$ cat src/rtl/iodelay_pkg.sv
// iodelay_pkg
// Shared widths and the FSM state type for the IODELAY tap loader.
//   TAP_W  : width of one delay tap value
//   CHAN_W : width of a channel index
//   CNT_W  : width of the PULSE/GAP down-counter (lengths are at most 15)

package iodelay_pkg;

    localparam int TAP_W  = 5;
    localparam int CHAN_W = 8;
    localparam int CNT_W  = 4;

    typedef enum logic [2:0] {
        ST_IDLE  = 3'd0,
        ST_SETUP = 3'd1,
        ST_PULSE = 3'd2,
        ST_GAP   = 3'd3,
        ST_FIN   = 3'd4
    } state_t;

endpackage

$ cat src/rtl/iodelay_tap_table.sv
// iodelay_tap_table
// NCHAN x TAP_W register table holding the tap value for every delay channel.
// Writes to an index >= NCHAN are dropped. The sequencer read port is
// combinational so the loader sees the table contents of the current cycle.
//
// Ports
//   clk       : system clock
//   rst_n     : asynchronous active-low reset, clears every entry
//   wr_en     : write strobe, committed on the rising clock edge
//   wr_addr   : channel index to write
//   wr_data   : tap value to write
//   seq_addr  : channel index requested by the loader FSM
//   seq_data  : tap value of seq_addr (0 when out of range)
//   rd_addr   : readback index  (only with IODELAY_LOADER_READBACK_EN)
//   rd_data   : readback value  (only with IODELAY_LOADER_READBACK_EN)
//
// Build option: IODELAY_LOADER_READBACK_EN adds the rd_addr/rd_data port.

module iodelay_tap_table
    import iodelay_pkg::*;
#(
    parameter int NCHAN = 21
) (
    input  logic              clk,
    input  logic              rst_n,
    input  logic              wr_en,
    input  logic [CHAN_W-1:0] wr_addr,
    input  logic [TAP_W-1:0]  wr_data,
    input  logic [CHAN_W-1:0] seq_addr,
    output logic [TAP_W-1:0]  seq_data
`ifdef IODELAY_LOADER_READBACK_EN
    ,
    input  logic [CHAN_W-1:0] rd_addr,
    output logic [TAP_W-1:0]  rd_data
`endif
);

    logic [TAP_W-1:0] taps [NCHAN];

    // Address decode is an explicit compare per entry, so any index that
    // matches no entry (>= NCHAN) simply writes nothing.
    always_ff @(posedge clk or negedge rst_n) begin
        if (!rst_n) begin
            for (int i = 0; i < NCHAN; i++) begin
                taps[i] <= '0;
            end
        end else if (wr_en) begin
            for (int i = 0; i < NCHAN; i++) begin
                if (wr_addr == CHAN_W'(i)) begin
                    taps[i] <= wr_data;
                end
            end
        end
    end

    always_comb begin
        seq_data = '0;
        for (int i = 0; i < NCHAN; i++) begin
            if (seq_addr == CHAN_W'(i)) begin
                seq_data = taps[i];
            end
        end
    end

`ifdef IODELAY_LOADER_READBACK_EN
    always_comb begin
        rd_data = '0;
        for (int i = 0; i < NCHAN; i++) begin
            if (rd_addr == CHAN_W'(i)) begin
                rd_data = taps[i];
            end
        end
    end
`else
    // No readback port in this build; the table is write-only from outside.
`endif

endmodule

$ cat src/rtl/iodelay_loader.sv
// iodelay_loader
// Walks channels 0..NCHAN-1, presenting each channel index and its tap value
// to the delay datapath and strobing DELAY_UPDATE high for PULSE_LEN cycles
// followed by GAP_LEN low cycles, then pulses DONE.
//
// Ports
//   CLK           : system clock
//   RESET_N       : asynchronous active-low reset, aborts any sequence
//   WR_EN         : tap table write strobe
//   WR_ADDR       : tap table write channel index
//   WR_DATA       : tap value to write
//   START         : level-sampled request to program all channels
//   BUSY          : sequence in progress (SETUP through FIN)
//   DONE          : one-cycle pulse in the FIN cycle
//   DELAY_CHANNEL : channel index to the delay datapath
//   DELAY_VALUE   : tap value to the delay datapath
//   DELAY_UPDATE  : registered load strobe, high only during PULSE
//   RD_ADDR       : table readback index (IODELAY_LOADER_READBACK_EN only)
//   RD_DATA       : table readback value (IODELAY_LOADER_READBACK_EN only)
//
// Build option: IODELAY_LOADER_READBACK_EN adds RD_ADDR/RD_DATA.
//
// state | meaning
// ------+-------------------------------------------------------------
// IDLE  | waiting for START; datapath outputs hold their last values
// SETUP | one cycle; latch channel index and its tap at cycle end
// PULSE | DELAY_UPDATE high for PULSE_LEN cycles
// GAP   | DELAY_UPDATE low for GAP_LEN cycles, then next channel or FIN
// FIN   | one cycle; DONE high, BUSY drops on the next cycle

module iodelay_loader
    import iodelay_pkg::*;
#(
    parameter int NCHAN     = 21,
    parameter int PULSE_LEN = 4,
    parameter int GAP_LEN   = 4
) (
    input  logic              CLK,
    input  logic              RESET_N,
    input  logic              WR_EN,
    input  logic [CHAN_W-1:0] WR_ADDR,
    input  logic [TAP_W-1:0]  WR_DATA,
    input  logic              START,
    output logic              BUSY,
    output logic              DONE,
    output logic [CHAN_W-1:0] DELAY_CHANNEL,
    output logic [TAP_W-1:0]  DELAY_VALUE,
    output logic              DELAY_UPDATE
`ifdef IODELAY_LOADER_READBACK_EN
    ,
    input  logic [CHAN_W-1:0] RD_ADDR,
    output logic [TAP_W-1:0]  RD_DATA
`endif
);

    localparam logic [CHAN_W-1:0] LAST_IDX   = CHAN_W'(NCHAN - 1);
    localparam logic [CNT_W-1:0]  PULSE_LOAD = CNT_W'(PULSE_LEN - 1);
    localparam logic [CNT_W-1:0]  GAP_LOAD   = CNT_W'(GAP_LEN - 1);

    state_t            state_q, state_d;
    logic [CNT_W-1:0]  cnt_q, cnt_d;
    logic [CHAN_W-1:0] idx_q, idx_d;
    logic              load_out;
    logic [TAP_W-1:0]  tap_sel;

    iodelay_tap_table #(
        .NCHAN (NCHAN)
    ) u_table (
        .clk      (CLK),
        .rst_n    (RESET_N),
        .wr_en    (WR_EN),
        .wr_addr  (WR_ADDR),
        .wr_data  (WR_DATA),
        .seq_addr (idx_q),
`ifdef IODELAY_LOADER_READBACK_EN
        .seq_data (tap_sel),
        .rd_addr  (RD_ADDR),
        .rd_data  (RD_DATA)
`else
        .seq_data (tap_sel)
`endif
    );

    always_comb begin
        state_d  = state_q;
        cnt_d    = cnt_q;
        idx_d    = idx_q;
        load_out = 1'b0;
        case (state_q)
            ST_IDLE: begin
                if (START) begin
                    state_d = ST_SETUP;
                    idx_d   = '0;
                end
            end
            ST_SETUP: begin
                load_out = 1'b1;
                cnt_d    = PULSE_LOAD;
                state_d  = ST_PULSE;
            end
            ST_PULSE: begin
                if (cnt_q == '0) begin
                    cnt_d   = GAP_LOAD;
                    state_d = ST_GAP;
                end else begin
                    cnt_d = cnt_q - CNT_W'(1);
                end
            end
            ST_GAP: begin
                if (cnt_q == '0) begin
                    if (idx_q == LAST_IDX) begin
                        state_d = ST_FIN;
                    end else begin
                        idx_d   = idx_q + CHAN_W'(1);
                        state_d = ST_SETUP;
                    end
                end else begin
                    cnt_d = cnt_q - CNT_W'(1);
                end
            end
            ST_FIN: begin
                state_d = ST_IDLE;
            end
            default: begin
                state_d = ST_IDLE;
            end
        endcase
    end

    // Status and strobe outputs are flops decoded from the next state, so
    // they line up exactly with the state they describe and cannot glitch.
    // The tap is latched at the end of SETUP: a write committed on that same
    // edge is not seen by this channel.
    always_ff @(posedge CLK or negedge RESET_N) begin
        if (!RESET_N) begin
            state_q       <= ST_IDLE;
            cnt_q         <= '0;
            idx_q         <= '0;
            BUSY          <= 1'b0;
            DONE          <= 1'b0;
            DELAY_UPDATE  <= 1'b0;
            DELAY_CHANNEL <= '0;
            DELAY_VALUE   <= '0;
        end else begin
            state_q      <= state_d;
            cnt_q        <= cnt_d;
            idx_q        <= idx_d;
            BUSY         <= (state_d != ST_IDLE);
            DONE         <= (state_d == ST_FIN);
            DELAY_UPDATE <= (state_d == ST_PULSE);
            if (load_out) begin
                DELAY_CHANNEL <= idx_q;
                DELAY_VALUE   <= tap_sel;
            end
        end
    end

endmodule

$ cat config.mk
export PLATFORM = sky130hd
export DESIGN_NAME = iodelay_loader
export DESIGN_NICKNAME = d
export VERILOG_FILES = /design/src/rtl/iodelay_pkg.sv /design/src/rtl/iodelay_tap_table.sv /design/src/rtl/iodelay_loader.sv
export SDC_FILE = /design/constraint.sdc
export NUM_CORES = 1
export LEC_CHECK = 0
export ABC_AREA = 1
export ABC_CLOCK_PERIOD_IN_PS = 6200
export CORE_MARGIN = 2
export CORE_UTILIZATION = 45
export CTS_BUF_LIST = sky130_fd_sc_hd__clkbuf_16
export CTS_CLUSTER_SIZE = 24
export DETAILED_ROUTE_END_ITERATION = 16
export PLACE_DENSITY_LB_ADDON = 0.15
export SLEW_MARGIN = 20
export SYNTH_ARGS = -nofsm -noshare
export SYNTH_HDL_FRONTEND = slang
export SYNTH_SLANG_ARGS = --single-unit
export TNS_END_PERCENT = 5
$ cat constraint.sdc
create_clock -name CLK -period 6.2 [get_ports CLK]
set_input_delay 1.55 -clock CLK [delete_from_list [all_inputs] [get_ports CLK]]
set_output_delay 1.55 -clock CLK [all_outputs]
set_load 0.01 [all_outputs]
## Yosys cells after proc, flatten, opt, wreduce, memory -nomap -nowiden

Index checks and enable logic that the tools add are counted.
Widths: inputs -> output; s select.

- $add $sub $neg: 2
- Eq/ne operators: 49
- Multiplexer cells: 34
- Reduce and logical (&&, ||, !) cells: 30

Operators with widths:

| kind | count |
|---|---|
| $eq 8x4->1 const B | 16 |
| $mux 5 | 21 |
| $eq 8x5->1 const B | 10 |
| $eq 8x3->1 const B | 8 |
| $reduce_and 2->1 | 22 |
| $eq 8x2->1 const B | 4 |
| $mux 8 | 3 |
| $eq 8x1->1 const B | 2 |
| $logic_not 8->1 | 2 |
| $pmux 8 s2 | 1 |
| $mux 3 | 4 |
| $pmux 3 s4 | 1 |
| $pmux 4 s3 | 1 |
| $eq 3x2->1 const B | 3 |
| $add 8x1->8 const B | 1 |
| $mux 4 | 2 |
| $ne 2x2->1 const B | 4 |
| $reduce_bool 3->1 | 2 |
| $logic_not 4->1 | 1 |
| $reduce_and 4->1 | 1 |
| $sub 4x1->4 const B | 1 |
| $eq 3x1->1 const B | 1 |
| $eq 3x3->1 const B | 1 |
| $logic_not 3->1 | 1 |
| other kinds (2) | 2 |

- Register bits after elaboration: 136
- Output and inout bits: 16

## Logic depth before layout (Yosys ltp)

- Word-level depth: 22
- Gate-level depth with buffers: 28
- Depth with buffers taken out: 28

## By module

A second synthesis with hierarchy kept.

- Cell total of the unflattened synthesis: 823
- Area, all modules: 6505.0 µm²

By module, submodules not included:

| module | times used | cells each | area each (µm²) | seq. area each (µm²) |
|---|---|---|---|---|
| iodelay_tap_table | 1 | 640 | 4956.0 | 2627.5 |
| iodelay_loader | 1 | 183 | 1549.0 | 775.7 |

## Worst setup path after synthesis

Ideal clock, no wire load.

- Path kind: input-to-reg
- Start: input WR_EN
- End: register u_table.taps[40] in the netlist's numbering
- Setup time: 0.133 ns
- Data arrival time: 2.607 ns
- Setup slack: 3.460 ns
- Cell stages on the path: 6
- Buffers on the path: 1
- Cells stage by stage: clkbuf_1 -> inv_1 -> nor4_1 -> nand2_1 -> nand2_1 -> o21ai_0

- Word-level cells in the longest chain between the ends: 1

RTL lines:

| element | RTL line | source |
|---|---|---|
| start: declaration | iodelay_loader.sv:40 | `input logic WR_EN,` |
| $reduce_and 2->1 (no line) | -- |  |
| end signal: indexed assignment | iodelay_tap_table.sv:50 | `taps[i] <= wr_data;` |
| end: declaration | iodelay_tap_table.sv:38 | `logic [TAP_W-1:0] taps [NCHAN];` |

Every way passes these cells.
A chain may end at the register's enable or synchronous reset.

## Worst setup path in the final report

- Start: input WR_ADDR[1]
- End: register u_table.taps[73] in the netlist's numbering

- Word-level cells in the longest chain between the ends: 2

RTL lines:

| element | RTL line | source |
|---|---|---|
| start: declaration | iodelay_loader.sv:41 | `input logic [CHAN_W-1:0] WR_ADDR,` |
| $eq 8x3->1 | iodelay_tap_table.sv:49 | `if (wr_addr == CHAN_W'(i)) begin` |
| $reduce_and 2->1 (no line) | -- |  |

Every way passes these cells.

==> run metrics <==
Post-Route WL=16500 um; clock buffers created by TritonCTS=17; basic-gate share of the synthesized area counting and, or, nand and nor cells=28.1%; Worst Hold Margin=0.479 ns; Gate Count Post-Synth=roughly 830; MaxCap Viol Count=0; multiplexer area fraction after synthesis=0%; number of rows created at floorplan=44; Largest delay share family, worst path=simple AND/OR/NAND/NOR gates; endpoints failing setup=0; initial DRC count=507; PnR worst setup slack=about 2.8 ns; antenna fix cells=0; core footprint=roughly 14000 um^2; clock-pin transition on the worst setup and hold timing paths=about 0.06 ns; clock root buffer=sky130_fd_sc_hd__clkbuf_16; pin count of the biggest net entering global routing=81; count of unresolved DRC violations after routing=0; total count of max-transition violations in the final report=0; post-synthesis average cell area=~8 um^2; commonest non-fill, non-tap cells in the layout=sky130_fd_sc_hd__nand2_1 (283), sky130_fd_sc_hd__dfrtp_1 (136), sky130_fd_sc_hd__o21ai_0 (128); Most used DFF post-synth=sky130_fd_sc_hd__dfrtp_1; post-synthesis register bit count=about 140; Finished Core Util=~53%; library cell occupying the most area in the post-synthesis netlist=sky130_fd_sc_hd__dfrtp_1; pre-CTS WS=about 2.4 ns; Routed WL per cell=between 15 and 20 um; ratio of total power to cell area=around 370 nW/um^2; aggregate global-route resource usage=22.3%; static power due to leakage=3.64 nW; via count=~5500; final-stage net count=between 800 and 900; vias in the first global route=approximately 5300; top fanout value on the critical path=10; net count after synthesis=approximately 850; Pre-antenna DRT Iters=6; hold buffer count at cts=0; io pins=33; wire length of the first global-routing pass=about 28000 um; number of clock sinks=136; Post-Syn Area=approximately 6600 um^2; data required time of the worst path=~6.5 ns; share of the clock period used by the worst path=a little over half; critical path startpoint category=input port; Async S/R FF share, synth=100%; unrepaired setup endpoints after global routing=no; parity-gate share of the synthesized area counting xor and xnor cells=less than 1%; post-route cell area=7630 um^2; number of nets still failing antenna checks after routing=0; CP endpoint kind=flop; setup bufs post-CTS=0; RePlAce Congestion=~0.84; count of synthesis-stage warnings from yosys=0; Sequential cell area=between 3000 and 4000 um^2; number of fill cells in the layout=between 1000 and 1500; clock tree buffer depth=2; Worst Setup Path Type=in2reg; adder and majority gate portion of the synthesized area=under 10%; worst path cell trace=clkdlybuf4s50_1 > inv_1 > or2_2 > nor3_1 > nand2_1 > o21ai_0; cell types occupying the most area after synthesis=sky130_fd_sc_hd__dfrtp_1 (52%), sky130_fd_sc_hd__nand2_1 (16%), sky130_fd_sc_hd__o21ai_0 (9.8%), sky130_fd_sc_hd__inv_1 (4.5%), sky130_fd_sc_hd__nand3_1 (3.4%); leading cell type in the layout, fill and taps excluded=sky130_fd_sc_hd__nand2_1; compound-gate portion of the synthesized area=13.0%; die span in x=about 120 um; Die Footprint=approximately 16000 um^2; Clock Skew=slightly above 0.006 ns; H-Tree Level Count=4; clock insertion delay at the later pin of the skew report=0.42 ns; Via-to-Cell Ratio=5.19; number of buffer and inverter stages on the critical path=2; worst-case headroom to the max-slew limit=a little under two fifths; final count of hold timing violations=0; largest family of logic cells by synthesized area=simple AND/OR/NAND/NOR gates; area occupied by multi-input gates=about 2800 um^2; number of antenna violations at the first check in global routing=0; share of layout cells above drive strength 1=7.26%; FMAX=298 MHz; vertical die dimension=around 120 um; Area growth, synth to finish=16.4%; hpwl dp=around 11000 um; clock tree from TritonCTS=done; critical path arrival=about 3.7 ns; kind of path behind the tightest hold check=reg2reg; total placed instance area=between 7000 and 8000 um^2; number of distinct library cells after synthesis=32; GRT Residual Overflow=0; number of synthesized flops with an enable pin=0; result of the run=finished, final reports clean; number of gates resized after cts=0; top-area cell type share of the netlist area=a little over 50%; clock period minus final worst setup slack=approximately 3.4 ns; accumulated negative setup slack=0 ns; peak per-stage delay on the critical path=between 0.5 and 0.6 ns; fraction of the yosys area taken by sequential cells=51.9%; slew at the pin closest to its max-slew limit=0.942 ns; worst supply voltage drop on vdd=around 0.21 mV; initial standard-cell utilization of the core=45.6%; port bufs=32; slowest stage cell on the critical path=sky130_fd_sc_hd__clkdlybuf4s50_1
[cells in the mapped netlist (all sizes together) (2+ instances only)]
master / n
a21boi: 2
a21oi: 30
clkbuf: 13
dfrtp: 136
ha: 6
inv: 82
nand2: 287
nand3: 44
nand4: 5
nor2: 45
nor3: 19
nor4: 4
o21ai: 129
or2: 18
[logic make-up (layout without fill, tap and decap cells)]
group           after synthesis  count (layout)
simple gates                423             423
compound gates              167             167
flops                       136             136
buf+inv                      96             148
fa+ha+maj                     6               6
xor+xnor                      1               1
[sequential cells by signal, summed over array words and instances, names as in the netlist]
register       flops
state_q            3
BUSY               1
DONE               1
DELAY_CHANNEL      8
DELAY_UPDATE       1
cnt_q              4
u_table.taps     105
DELAY_VALUE        5
idx_q              8
[worst paths after layout]
kind                             startpoint                to  slack [ns]  depth (start not counted)
max                              WR_ADDR[1]  u_table.taps[73]        2.84                          6
min                        u_table.taps[52]  u_table.taps[52]        0.48                          2
max reg2reg                        idx_q[1]    DELAY_VALUE[0]        3.31                         28
min reg2reg                u_table.taps[52]  u_table.taps[52]        0.48                          2
max in group asynchronous           RESET_N  u_table.taps[23]        4.42                          2
min in group asynchronous           RESET_N  u_table.taps[92]        1.27                          2
[cell type report]
type,instances,area share [%]
Tap cell,184,3.02
Inverter,82,4.04
Timing Repair Buffer,34,4.41
Multi-Input combinational cell,597,36.5
Sequential cell,136,44.6
Clock buffer,17,5.58
Clock inverter,15,1.87
[through the flow]
step	instances	power, mW
after global placement	1033	1.85
after CTS	1065	2.86
after floorplan	829	1.61
final	1065	2.84
after detailed placement	1033	1.87
after global routing	1065	3.02
[per-layer routing]
layer / up-vias / global-route usage (%) / wire length, um
met3: 21 / 4.08 / 666
met4: 0 / 6.74 / 218
li1: 2765 / - / -
met5: - / 0 / 0
met2: 134 / 35.8 / 7840
met1: 2603 / 31.1 / 7740
[power breakdown]
part           switching (mW)  internal (mW)  total (mW)
Clock                   0.369          0.618       0.987
Combinational           0.545          0.265       0.810
Sequential             0.0620          0.986        1.05
[tightest hold or removal path, stage by stage (launching register included)]
cell and delay (ns):
sky130_fd_sc_hd__dfrtp_1 0.33, sky130_fd_sc_hd__nand2_1 0.05, sky130_fd_sc_hd__o21ai_0 0.06
Power figures use the tool's default switching activity.
